--- src/rtl/cmd_uart_tx.sv ---
// rtl/cmd_uart_tx.sv - command byte queue feeding an 8N1 UART transmitter
//
// Purpose:
//    Queues 8-bit command bytes ({opcode[7:5], payload[4:0]}) in a small FIFO.
//    Each byte is sent on txd as 8N1 frames, LSB first. Command production
//    runs at button rate and is decoupled from the serial bit rate.
//
// Ports:
//    clk           system clock, all logic on posedge
//    reset         synchronous active-low reset
//    cmd_valid     command byte present this cycle
//    cmd_data      command byte, transmitted verbatim
//    cmd_ready     queue not full; a byte is accepted on cmd_valid && cmd_ready
//    txd           UART serial output, registered, idle high
//    tx_busy       serializer is outside IDLE
//    fifo_level    bytes waiting in the queue (excludes the byte being shifted)
//    overflow      sticky, set by cmd_valid while cmd_ready is low
//    overflow_clr  clears overflow (a same-cycle set takes priority)

module cmd_uart_tx #(
   parameter int CLKS_PER_BIT = 434,
   parameter int FIFO_DEPTH   = 4,
   parameter int LVL_W        = 3
) (
   input  logic             clk,
   input  logic             reset,
   input  logic             cmd_valid,
   input  logic [7:0]       cmd_data,
   output logic             cmd_ready,
   output logic             txd,
   output logic             tx_busy,
   output logic [LVL_W-1:0] fifo_level,
   output logic             overflow,
   input  logic             overflow_clr
);

   localparam int PTR_W = (FIFO_DEPTH > 1) ? $clog2(FIFO_DEPTH) : 1;
   localparam int CNT_W = $clog2(CLKS_PER_BIT);

   localparam logic [LVL_W-1:0] FULL_LVL  = LVL_W'(FIFO_DEPTH);
   localparam logic [CNT_W-1:0] BAUD_LAST = CNT_W'(CLKS_PER_BIT - 1);

   localparam logic [1:0] S_IDLE  = 2'd0;
   localparam logic [1:0] S_START = 2'd1;
   localparam logic [1:0] S_DATA  = 2'd2;
   localparam logic [1:0] S_STOP  = 2'd3;

   logic [7:0]       mem_q [FIFO_DEPTH];
   logic [7:0]       mem_d [FIFO_DEPTH];
   logic [PTR_W-1:0] wr_ptr_q, wr_ptr_d;
   logic [PTR_W-1:0] rd_ptr_q, rd_ptr_d;
   logic [LVL_W-1:0] level_q, level_d;
   logic             overflow_q, overflow_d;

   logic [1:0]       state_q, state_d;
   logic [CNT_W-1:0] baud_q, baud_d;
   logic [2:0]       bit_idx_q, bit_idx_d;
   logic [7:0]       shift_q, shift_d;
   logic             txd_q, txd_d;

   logic             push;
   logic             pop;
   logic             baud_last;

   // Readiness depends only on the registered level, so a pop in the same
   // cycle never makes room for a push into a full queue.
   assign cmd_ready  = (level_q != FULL_LVL);
   assign txd        = txd_q;
   assign tx_busy    = (state_q != S_IDLE);
   assign fifo_level = level_q;
   assign overflow   = overflow_q;

   always_comb begin
      push      = cmd_valid && cmd_ready;
      pop       = (state_q == S_IDLE) && (level_q != '0);
      baud_last = (baud_q == BAUD_LAST);

      mem_d = mem_q;
      if (push) begin
         mem_d[wr_ptr_q] = cmd_data;
      end
      wr_ptr_d = push ? (wr_ptr_q + PTR_W'(1)) : wr_ptr_q;
      rd_ptr_d = pop  ? (rd_ptr_q + PTR_W'(1)) : rd_ptr_q;

      level_d = level_q;
      case ({push, pop})
         2'b10:   level_d = level_q + LVL_W'(1);
         2'b01:   level_d = level_q - LVL_W'(1);
         default: level_d = level_q;
      endcase

      overflow_d = overflow_q;
      if (cmd_valid && !cmd_ready) begin
         overflow_d = 1'b1;
      end else if (overflow_clr) begin
         overflow_d = 1'b0;
      end

      state_d   = state_q;
      baud_d    = baud_q;
      bit_idx_d = bit_idx_q;
      shift_d   = shift_q;
      case (state_q)
         S_IDLE: begin
            if (pop) begin
               shift_d   = mem_q[rd_ptr_q];
               state_d   = S_START;
               baud_d    = '0;
               bit_idx_d = 3'd0;
            end
         end
         S_START: begin
            if (baud_last) begin
               state_d   = S_DATA;
               baud_d    = '0;
               bit_idx_d = 3'd0;
            end else begin
               baud_d = baud_q + CNT_W'(1);
            end
         end
         S_DATA: begin
            if (baud_last) begin
               baud_d = '0;
               if (bit_idx_q == 3'd7) begin
                  state_d = S_STOP;
               end else begin
                  bit_idx_d = bit_idx_q + 3'd1;
               end
            end else begin
               baud_d = baud_q + CNT_W'(1);
            end
         end
         default: begin
            if (baud_last) begin
               state_d = S_IDLE;
               baud_d  = '0;
            end else begin
               baud_d = baud_q + CNT_W'(1);
            end
         end
      endcase

      // The line level is decoded from the next state and registered, so
      // txd changes on the same edge as the state and carries no glitches.
      case (state_d)
         S_IDLE:  txd_d = 1'b1;
         S_START: txd_d = 1'b0;
         S_DATA:  txd_d = shift_d[bit_idx_d];
         default: txd_d = 1'b1;
      endcase
   end

   always_ff @(posedge clk) begin
      if (!reset) begin
         wr_ptr_q   <= '0;
         rd_ptr_q   <= '0;
         level_q    <= '0;
         overflow_q <= 1'b0;
         state_q    <= S_IDLE;
         baud_q     <= '0;
         bit_idx_q  <= 3'd0;
         shift_q    <= 8'h00;
         txd_q      <= 1'b1;
      end else begin
         wr_ptr_q   <= wr_ptr_d;
         rd_ptr_q   <= rd_ptr_d;
         level_q    <= level_d;
         overflow_q <= overflow_d;
         state_q    <= state_d;
         baud_q     <= baud_d;
         bit_idx_q  <= bit_idx_d;
         shift_q    <= shift_d;
         txd_q      <= txd_d;
      end
   end

   // Queue storage needs no reset: a slot is never read before it is written.
   always_ff @(posedge clk) begin
      mem_q <= mem_d;
   end

endmodule

--- config.mk ---
export PLATFORM = sky130hd
export DESIGN_NAME = cmd_uart_tx
export DESIGN_NICKNAME = d
export VERILOG_FILES = /design/src/rtl/cmd_uart_tx.sv
export SDC_FILE = /design/constraint.sdc
export NUM_CORES = 1
export LEC_CHECK = 0
export BUFFER_PORTS_ARGS = -buffer_cell sky130_fd_sc_hd__buf_2
export CAP_MARGIN = 20
export CORE_UTILIZATION = 60
export DETAILED_ROUTE_END_ITERATION = 8
export PLACE_DENSITY = 0.82
export SYNTH_ARGS = -nofsm -noshare
export SYNTH_HDL_FRONTEND = slang
export SYNTH_SLANG_ARGS = --single-unit
--- constraint.sdc ---
create_clock -name clk -period 5.6 [get_ports clk]
set_clock_uncertainty 0.1 [all_clocks]
set_input_delay 1.12 -clock clk [delete_from_list [all_inputs] [get_ports clk]]
set_output_delay 1.12 -clock clk [all_outputs]
set_load 0.005 [all_outputs]
-- Word level (Yosys, flattened, before mapping)
Cells that the tools add are included.
- flip-flop bits (word level): 63
- latch bits: 0
- memory bits (writable): 0
- bits in read-only memories: 0
- memories kept: 0
- $add $sub $neg: 6
- $mul: 0
- divide/modulo/power cells: 0
- $lt $le $gt $ge: 4
- equal/unequal tests: 10
- shift operators: 0
- multiplexer cells: 28
- bitwise gates (word level): 2
- reductions and logical operators: 10
- operators with widths (cell ; number):
    8-bit 2-to-1 mux ; 5
    32-bit bitwise mux ; 1
    9-bit 2-to-1 mux ; 3
    8-bit binary-select mux with 2-bit select ; 1
    8-bit demux with 2-bit select ; 1
    3-bit 2-to-1 mux ; 4
    2-bit 2-to-1 mux ; 5
    9-bit by 1-bit adder with 9-bit output (second input constant) ; 1
    9-bit equality test (second input constant) ; 1
    3-bit one-hot mux with 3 select lines ; 1
    3-bit by 1-bit adder with 3-bit output (second input constant) ; 2
    2-bit by 1-bit equality test with 1-bit output (second input constant) ; 3
    2-bit equality test (second input constant) ; 3
    3-bit >= comparator (second input constant) ; 2
    2-bit NOT with 3-bit output ; 2
    2-bit one-hot mux with 3 select lines ; 1
    3-bit one-hot mux with 2 select lines ; 1
    2-bit nonzero test ; 3
    2-bit by 1-bit adder with 2-bit output (second input constant) ; 2
    1-bit logical AND ; 4
    3-bit by 4-bit < comparator with 1-bit output (second input constant) ; 1
    1-bit binary-select mux with 3-bit select ; 1
    3-bit equality test (second input constant) ; 1
    3-bit by 1-bit < comparator with 1-bit output (second input constant) ; 1
    8 further kinds ; 10

-- Longest topological paths before layout
Gate-level depths: netlist of the first run.
- depth in word-level cells: 9
- gate-level depth with buffers: 11

-- Least setup slack after synthesis of the first run
No wires, ideal clock.
- path kind: input to register
- start: in cmd_valid
- end: reg level_q[2] (netlist: fifo_level[2])
- setup time: 76 ps
- arrival time: 2402 ps
- required time: 5424 ps
- path slack: 3022 ps
- stages: 7
- path through: nand2_1 ha_1 inv_1 fa_1 xor2_1 or3_1 a21boi_0
- cells in the longest elaborated chain, start to end: 3
- elaborated cells on any way between the ends: 5
- classes of those cells: 2 x eq/ne; 1 x mux; 2 x reduce/logical
- RTL lines (element ; line ; RTL):
    from (decl) ; 27 ; input logic cmd_valid,
    1-bit logical AND * ; 74 ; push = cmd_valid && cmd_ready;
    2-bit by 1-bit equality test with 1-bit output or 2-bit equality test (tied branches) ; 86 ; case ({push, pop})
    3-bit one-hot mux with 2 select lines or 2-bit nonzero test (tied branches) ; - ;
    to (signal assigned) ; 167 ; level_q <= level_d;
    to (decl) ; 52 ; logic [LVL_W-1:0] level_q, level_d;
Every way passes the cells marked *; elsewhere a longest branch is shown, timed or not.
A chain may end at the register's enable or synchronous reset.

-- Final worst setup path of the first run
- start: reg state_q[1]
- end: reg level_q[2] (netlist: fifo_level[2])
- cells in the longest elaborated chain, start to end: 4
- elaborated cells on any way between the ends: 6
- classes of those cells: 2 x eq/ne; 1 x mux; 3 x reduce/logical
- RTL lines (element ; line ; RTL):
    from (decl) ; 55 ; logic [1:0] state_q, state_d;
    from (signal assigned) ; 169 ; state_q <= state_d;
    2-bit logical NOT * ; 75 ; pop = (state_q == S_IDLE) && (level_q != '0);
    1-bit logical AND * ; 75 ;
    2-bit by 1-bit equality test with 1-bit output or 2-bit equality test (tied branches) ; 86 ;
    3-bit one-hot mux with 2 select lines or 2-bit nonzero test (tied branches) ; - ;
Marked as above.

==> flow_summary.yaml, run 1 <==
layout:
  fin_cells: 325
  final_net_count: 275
  diodes: 0
  post_route_cells_drive_above_1_share_pct: 22.1
  multi_input_gate_area_in_the_final_layout_um2: 1240
  final-seq-area_um2: 1580
  area_growth_pct: 9.37
  fillerInstances: 341
floorplanning:
  number_of_placement_rows: 25
  coreArea_um2: 4720
  floorplan.initialDensity_pct: 62.2
  die_width_um: 72.0
  die_outline_area_um2: 5180
  die_height_um: 72.0
  num_io_pins: 19
detailed_routing:
  route.vias.total: 1791
  drt_first_pass_iters: 4
  postRouteAntennaNets: 0
  viasPerCell: 5.51
  detail_route.wl_per_cell_um: 15.0
  initialDrtViolationCount: 158
  detail_route.drc_violations: 0
  drt_wl_total_um: 4880
place:
  hpwlAfterDp_um: 3310
  place_congestion: 0.812
  place.port_buffers: 18
  numPlacedInstances: 309
  dp_worst_setup_slack_ns: 2.50
clock_tree:
  cts-hold-fix-buffers: 0
  skew_pair_late_insertion_delay_ns: 0.34
  postCtsResizedCells: 0
  clock_tree_from_tritoncts: "yes"
  cts_max_path_buffers: 2
  tritoncts.num_buffers: 9
  clock_sinks: 63
  clockRootBuffer: "sky130_fd_sc_hd__clkbuf_8"
  cts_max_level: 3
  cts_setup_buffers: 0
  clk_transition_reported_paths_ns: 0.07
hold_path:
  min_path_type: "reg2reg"
  hold_path.startpoint: "overflow"
  worst_hold_path.endpoint: "overflow"
  min_path_cells: 2
run_status:
  run_status: "complete, no violations"
synth:
  post_synth_main_area_contributors: "sky130_fd_sc_hd__edfxtp_1 33%, sky130_fd_sc_hd__dfxtp_1 21%, sky130_fd_sc_hd__mux4_1 5.4%"
  post_synthesis_register_bit_count: 63
  synth-edff-count: 32
  synth-async-reset-ratio_pct: 0
  netlist.top_cell.by_area: "sky130_fd_sc_hd__edfxtp_1"
  synth_area_per_cell_um2: 12.6
  ys_seq_area_share_pct: 53.8
  syn-num-nets: 256
  netlist-cell-type-count: 47
  yosys.area.top_type_share_pct: 32.7
  synth_cell_area_um2: 2940
  synth.yosys.warnings: 0
  post_synth_inst_count: 234
  synth_top_flop_cell: "sky130_fd_sc_hd__edfxtp_1"
sta:
  timing_worst_slew_pin_value_ns: 1.00
  final.period_utilization_pct: 55.5
  timing.max_slew.rel_slack_pct: 33.1
  max_freq_mhz: 322
  period_needed_ns: 3.11
  hold_violations: 0
  post-route-worst-setup-slack_ns: 2.49
  slew_viol_final: 0
  totalNegativeSetupSlack_ns: 0
  setup_viol_count_final: 0
  rsz_0062_raised_after_global_routing: "false"
grt:
  grt_start_max_net_pins: 32
  grt_first_pass_wirelength_um: 7800
  grt_pass1_vias: 1637
  antenna_found_initial: 0
  gr-usage-all-layers_pct: 20.6
  overflow_after_grt: 0
setup_path:
  worstSetupEndpointType: "flip-flop"
  worstRegToRegCells: 9
  worstReg2RegStart: "state_q[1]"
  timing_worst_setup_path_type: "reg2reg"
  cp-startpoint: "state_q[1]"
  worst-path-max-fanout: 11
  data_arrival_time_at_the_worst_slack_endpoint_ns: 3.26
  worst_ep_required_time_ns: 5.75
  worst-r2r-setup-slack_ns: 2.49
  startpoint_type: "flip-flop"
  timing.rr.end: "fifo_level[2]"
pwr:
  pwr_density_cell_nw_per_um2: 437
  power.ir.vdd_worst_uv: 365
  reported_leakage_power_nw: 1.19
flow_run:
  maxCapViolCount: 0
==> cell usage in the layout, fill, tap and decap left out, drive strengths merged, types with 3 or more instances in the layout <==
| master | n |
|---|---|
| a21oi | 5 |
| a31oi | 3 |
| and2 | 19 |
| and3 | 9 |
| buf | 18 |
| clkbuf | 9 |
| clkinvlp | 4 |
| dfxtp | 31 |
| edfxtp | 32 |
| ha | 9 |
| inv | 12 |
| mux2 | 8 |
| mux4 | 8 |
| nand2 | 12 |
| nor2 | 8 |
| nor2b | 11 |
| nor3 | 4 |
| nor3b | 4 |
| nor4 | 3 |
| o21ai | 12 |
| or3 | 3 |
| xnor2 | 3 |
| xor2 | 3 |
==> final cells by class <==
class	instances	share of cell area (%)
clock inverters	7	1.52
multi-input cells	150	38.7
repair buffers	18	2.80
flip-flops and latches	63	49.2
clock buffers	9	3.86
well taps	67	2.61
inverters	11	1.29
==> critical path: stages (launching register included) <==
cell,delay (ns)
sky130_fd_sc_hd__dfxtp_1,0.40
sky130_fd_sc_hd__nor2_2,0.21
sky130_fd_sc_hd__inv_2,0.09
sky130_fd_sc_hd__nor2_1,0.77
sky130_fd_sc_hd__ha_1,0.33
sky130_fd_sc_hd__inv_1,0.06
sky130_fd_sc_hd__fa_1,0.37
sky130_fd_sc_hd__xor2_1,0.16
sky130_fd_sc_hd__or3_1,0.32
sky130_fd_sc_hd__a21boi_0,0.21
==> cell families after synthesis <==
logic type,synth area share (%)
simple gates,17.2
fa+ha+maj,4.51
buf+inv,3.83
compound gates,8.09
xor+xnor,1.79
flops,53.8
mux,10.8
==> metrics by stage <==
step	total power, W	utilization [%]	hold slack (ns)	area, um2
CTS	0.00142	68.0	0.419	3210
global placement	0.00105	64.4	0.385	3040
global route	0.00149	68.0	0.453	3210
finish	0.00140	68.0	0.416	3210
floorplan	0.000981	-	0.378	2940
detailed placement	0.00107	64.4	0.407	3040
==> Yosys cell counts, types with 4 or more instances <==
cell,number
sky130_fd_sc_hd__edfxtp_1,32
sky130_fd_sc_hd__dfxtp_1,31
sky130_fd_sc_hd__and2_1,18
sky130_fd_sc_hd__nand2_1,12
sky130_fd_sc_hd__o21ai_0,12
sky130_fd_sc_hd__nor2b_1,11
sky130_fd_sc_hd__inv_1,10
sky130_fd_sc_hd__ha_1,9
sky130_fd_sc_hd__and3_1,8
sky130_fd_sc_hd__mux2_2,7
sky130_fd_sc_hd__nor2_1,7
sky130_fd_sc_hd__mux4_1,6
sky130_fd_sc_hd__a21oi_1,5
sky130_fd_sc_hd__clkbuf_1,4
sky130_fd_sc_hd__nor3b_1,4
==> worst max path at each step <==
stage                    end  slack [ns]  depth (start not counted)
2_1_floorplan  fifo_level[2]        3.02                          7
3_3_place_gp   fifo_level[2]        2.71                          9
3_5_place_dp   fifo_level[2]        2.50                          9
4_1_cts        fifo_level[2]        2.50                          9
5_1_grt        fifo_level[2]        2.29                          9
6_report       fifo_level[2]        2.49                          9
==> state kept, by name, indices dropped and copies added, names as in the netlist <==
register    cells
overflow        1
txd             1
rd_ptr_q        2
mem_q          32
shift_q         8
fifo_level      3
baud_q          9
state_q         2
bit_idx_q       3
wr_ptr_q        2
==> per-layer routing <==
layer | share of wire [%] | GRT usage [%] | vias up
li1 | - | - | 897
met1 | 45 | 27.2 | 855
met2 | 50 | 31.3 | 35
met3 | 3.8 | 4.31 | 4
met4 | 0.86 | 13.3 | 0
met5 | 0 | 0 | -
==> power breakdown <==
group	total, W	internal (W)	switching (W)
Sequential	0.000628	0.000567	0.0000609
Combinational	0.000435	0.000216	0.000219
Clock	0.000341	0.000160	0.000181
Note: power is estimated with default switching activity, not from simulation.
==> inputs of run 2 (changes only) <==
--- a/config.mk
+++ b/config.mk
@@ -7,9 +7,9 @@
 export LEC_CHECK = 0
 export BUFFER_PORTS_ARGS = -buffer_cell sky130_fd_sc_hd__buf_2
 export CAP_MARGIN = 20
-export CORE_UTILIZATION = 60
+export CORE_UTILIZATION = 54
 export DETAILED_ROUTE_END_ITERATION = 8
-export PLACE_DENSITY = 0.82
+export PLACE_DENSITY = 0.78
 export SYNTH_ARGS = -nofsm -noshare
 export SYNTH_HDL_FRONTEND = slang
 export SYNTH_SLANG_ARGS = --single-unit
==> constraint.sdc (replaced) <==
create_clock -name clk -period 2.68 [get_ports clk]
set_clock_uncertainty 0.1 [all_clocks]
set_input_delay 0.536 -clock clk [delete_from_list [all_inputs] [get_ports clk]]
set_output_delay 0.536 -clock clk [all_outputs]
set_load 0.005 [all_outputs]
==> run 2 against run 1 <==
Clock power up 130%. Die area up 11%. Critical path depth down 1. Routed wire length up 4.2%. Count of clock-buffer cells in the layout up 1. Sequential share of layout area down 1.2 points. Global-route usage down 1.0 points. Combinational power up 130%. Fmax up 21%. Setup slack worse by 2.4 ns. Critical endpoint is now txd. Largest power group unchanged.
==> flow_summary.yaml, run 2 (same netlist as run 1, synthesis figures left out) <==
place:
  hpwlAfterDp_um: 3390
  place_area_um2: 3090
  place_congestion: 0.796
  place.port_buffers: 18
detailed_routing:
  route.vias.total: 1880
  viasPerCell: 5.63
  detail_route.drc_violations: 0
  initialDrtViolationCount: 104
  drt_first_pass_iters: 4
  postRouteAntennaNets: 0
  drt_wl_total_um: 5080
  detail_route.wl_per_cell_um: 15.2
setup_path:
  timing_worst_setup_path_type: "reg2reg"
  critical_path_slowest_stage_cell: "sky130_fd_sc_hd__or3_1"
  family_with_the_most_delay_on_the_worst_path: "compound AO/OA/AOI/OAI gates"
  startpoint_type: "flip-flop"
  worstSetupEndpointType: "flip-flop"
  cp_slowest_stage_delay_ns: 0.40
  data_arrival_time_at_the_worst_slack_endpoint_ns: 2.68
  worst-path-max-fanout: 7
  worst_ep_required_time_ns: 2.79
  timing.critical_path.cells: "ha_1 > nand4b_2 > o31ai_2 > a31oi_2 > or3_1 > o2111a_1 > o41ai_1 > nand3b_1"
  path_buf_inv: 0
floorplanning:
  die_width_um: 75.8
  num_io_pins: 19
  number_of_placement_rows: 26
  coreArea_um2: 5170
  die_outline_area_um2: 5740
  floorplan.initialDensity_pct: 56.8
  die_height_um: 75.8
hold_path:
  min_path_type: "in2reg"
sta:
  setup_viol_count_final: 0
  timing_worst_slew_pin_value_ns: 0.561
  slew_viol_final: 0
  timing.max_slew.rel_slack_pct: 62.2
  final.period_utilization_pct: 95.8
  max_freq_mhz: 389
  hold_violations: 0
  period_needed_ns: 2.57
layout:
  layout_top_registers: "mem_q (32), baud_q (9), shift_q (8)"
  layout_commonest_cell: "sky130_fd_sc_hd__edfxtp_1"
  max_flop_register: "mem_q"
  diodes: 0
  post_route_cells_drive_above_1_share_pct: 24.2
  final_net_count: 281
  largest_reg_flops: 32
  area_growth_pct: 12.2
  most_frequent_cells_in_the_layout: "32 x sky130_fd_sc_hd__edfxtp_1, 31 x sky130_fd_sc_hd__dfxtp_1, 18 x sky130_fd_sc_hd__and2_1, 18 x sky130_fd_sc_hd__buf_2"
  stdcell_area_um2: 3300
grt:
  grt_pass1_vias: 1770
  overflow_after_grt: 0
  grt_start_max_net_pins: 32
  gr-usage-all-layers_pct: 19.6
  antenna_found_initial: 0
  grt_first_pass_wirelength_um: 8040
clock_tree:
  clockRootBuffer: "sky130_fd_sc_hd__clkbuf_8"
  tritoncts.num_buffers: 9
  skew_pair_late_insertion_delay_ns: 0.33
  clk_transition_reported_paths_ns: 0.07
  cts_max_level: 3
  cts_max_path_buffers: 2
  clock_sinks: 63
  cts-hold-fix-buffers: 0
  clock_tree_from_tritoncts: "yes"
run_status:
  run_status: "complete, no violations"
pwr:
  power.ir.vdd_worst_uv: 596
  reported_leakage_power_nw: 1.24
  overall_power_w: 0.00310
  pwr_density_cell_nw_per_um2: 940
flow_run:
  maxCapViolCount: 0
-- run 2: worst paths after layout --
| kind | from | to | slack [ns] | cells past startpoint |
|---|---|---|---|---|
| worst min-delay path | cmd_data[0] | mem_q[0] | 0.31 | 1 |
| worst max register to register | baud_q[0] | txd | 0.11 | 8 |
| worst max-delay path | baud_q[0] | txd | 0.11 | 8 |
| worst min register to register | overflow | overflow | 0.42 | 2 |
-- run 2: layout make-up --
| type | instances | area [um2] |
|---|---|---|
| Clock buffer | 10 | 128 |
| Clock inverter | 6 | 62.6 |
| Fill cell | 394 | 1880 |
| Inverter | 11 | 41.3 |
| Multi-Input combinational cell | 150 | 1260 |
| Sequential cell | 63 | 1580 |
| Tap cell | 70 | 87.6 |
| Timing Repair Buffer | 24 | 135 |
-- run 2: power breakdown --
part           switching [W]  total, W  internal (W)
Combinational       0.000513   0.00101      0.000502
Sequential          0.000106   0.00129       0.00118
Clock               0.000367  0.000793      0.000426
-- run 2: per-layer routing --
layer | track usage (%) | vias to the layer above | routed length [um]
met2 | 30.0 | 34 | 2430
li1 | - | 917 | -
met3 | 5.95 | 11 | 170
met5 | 0 | - | 0
met4 | 8.23 | 0 | 112
met1 | 26.1 | 918 | 2370
-- run 2: metrics by stage --
step	util, %	TNS, ns	hold slack, ns	instances	setup WS [ns]
floorplan	-	0	0.378	234	0.302
finish	63.7	0	0.306	334	0.112
CTS	63.4	0	0.300	334	0.185
global route	63.7	-0.0335	0.305	334	-0.0335
detailed placement	59.7	0	0.398	318	0.196
global placement	59.7	0	0.391	318	0.279
-- run 2: repair_timing --
| item | in CTS | in global routing |
|---|---|---|
| resized for setup | 0 | 3 |
| hold endpoints to repair | 0 | 0 |
| buffers inserted | 0 | 0 |
| setup endpoints to repair | 0 | 1 |
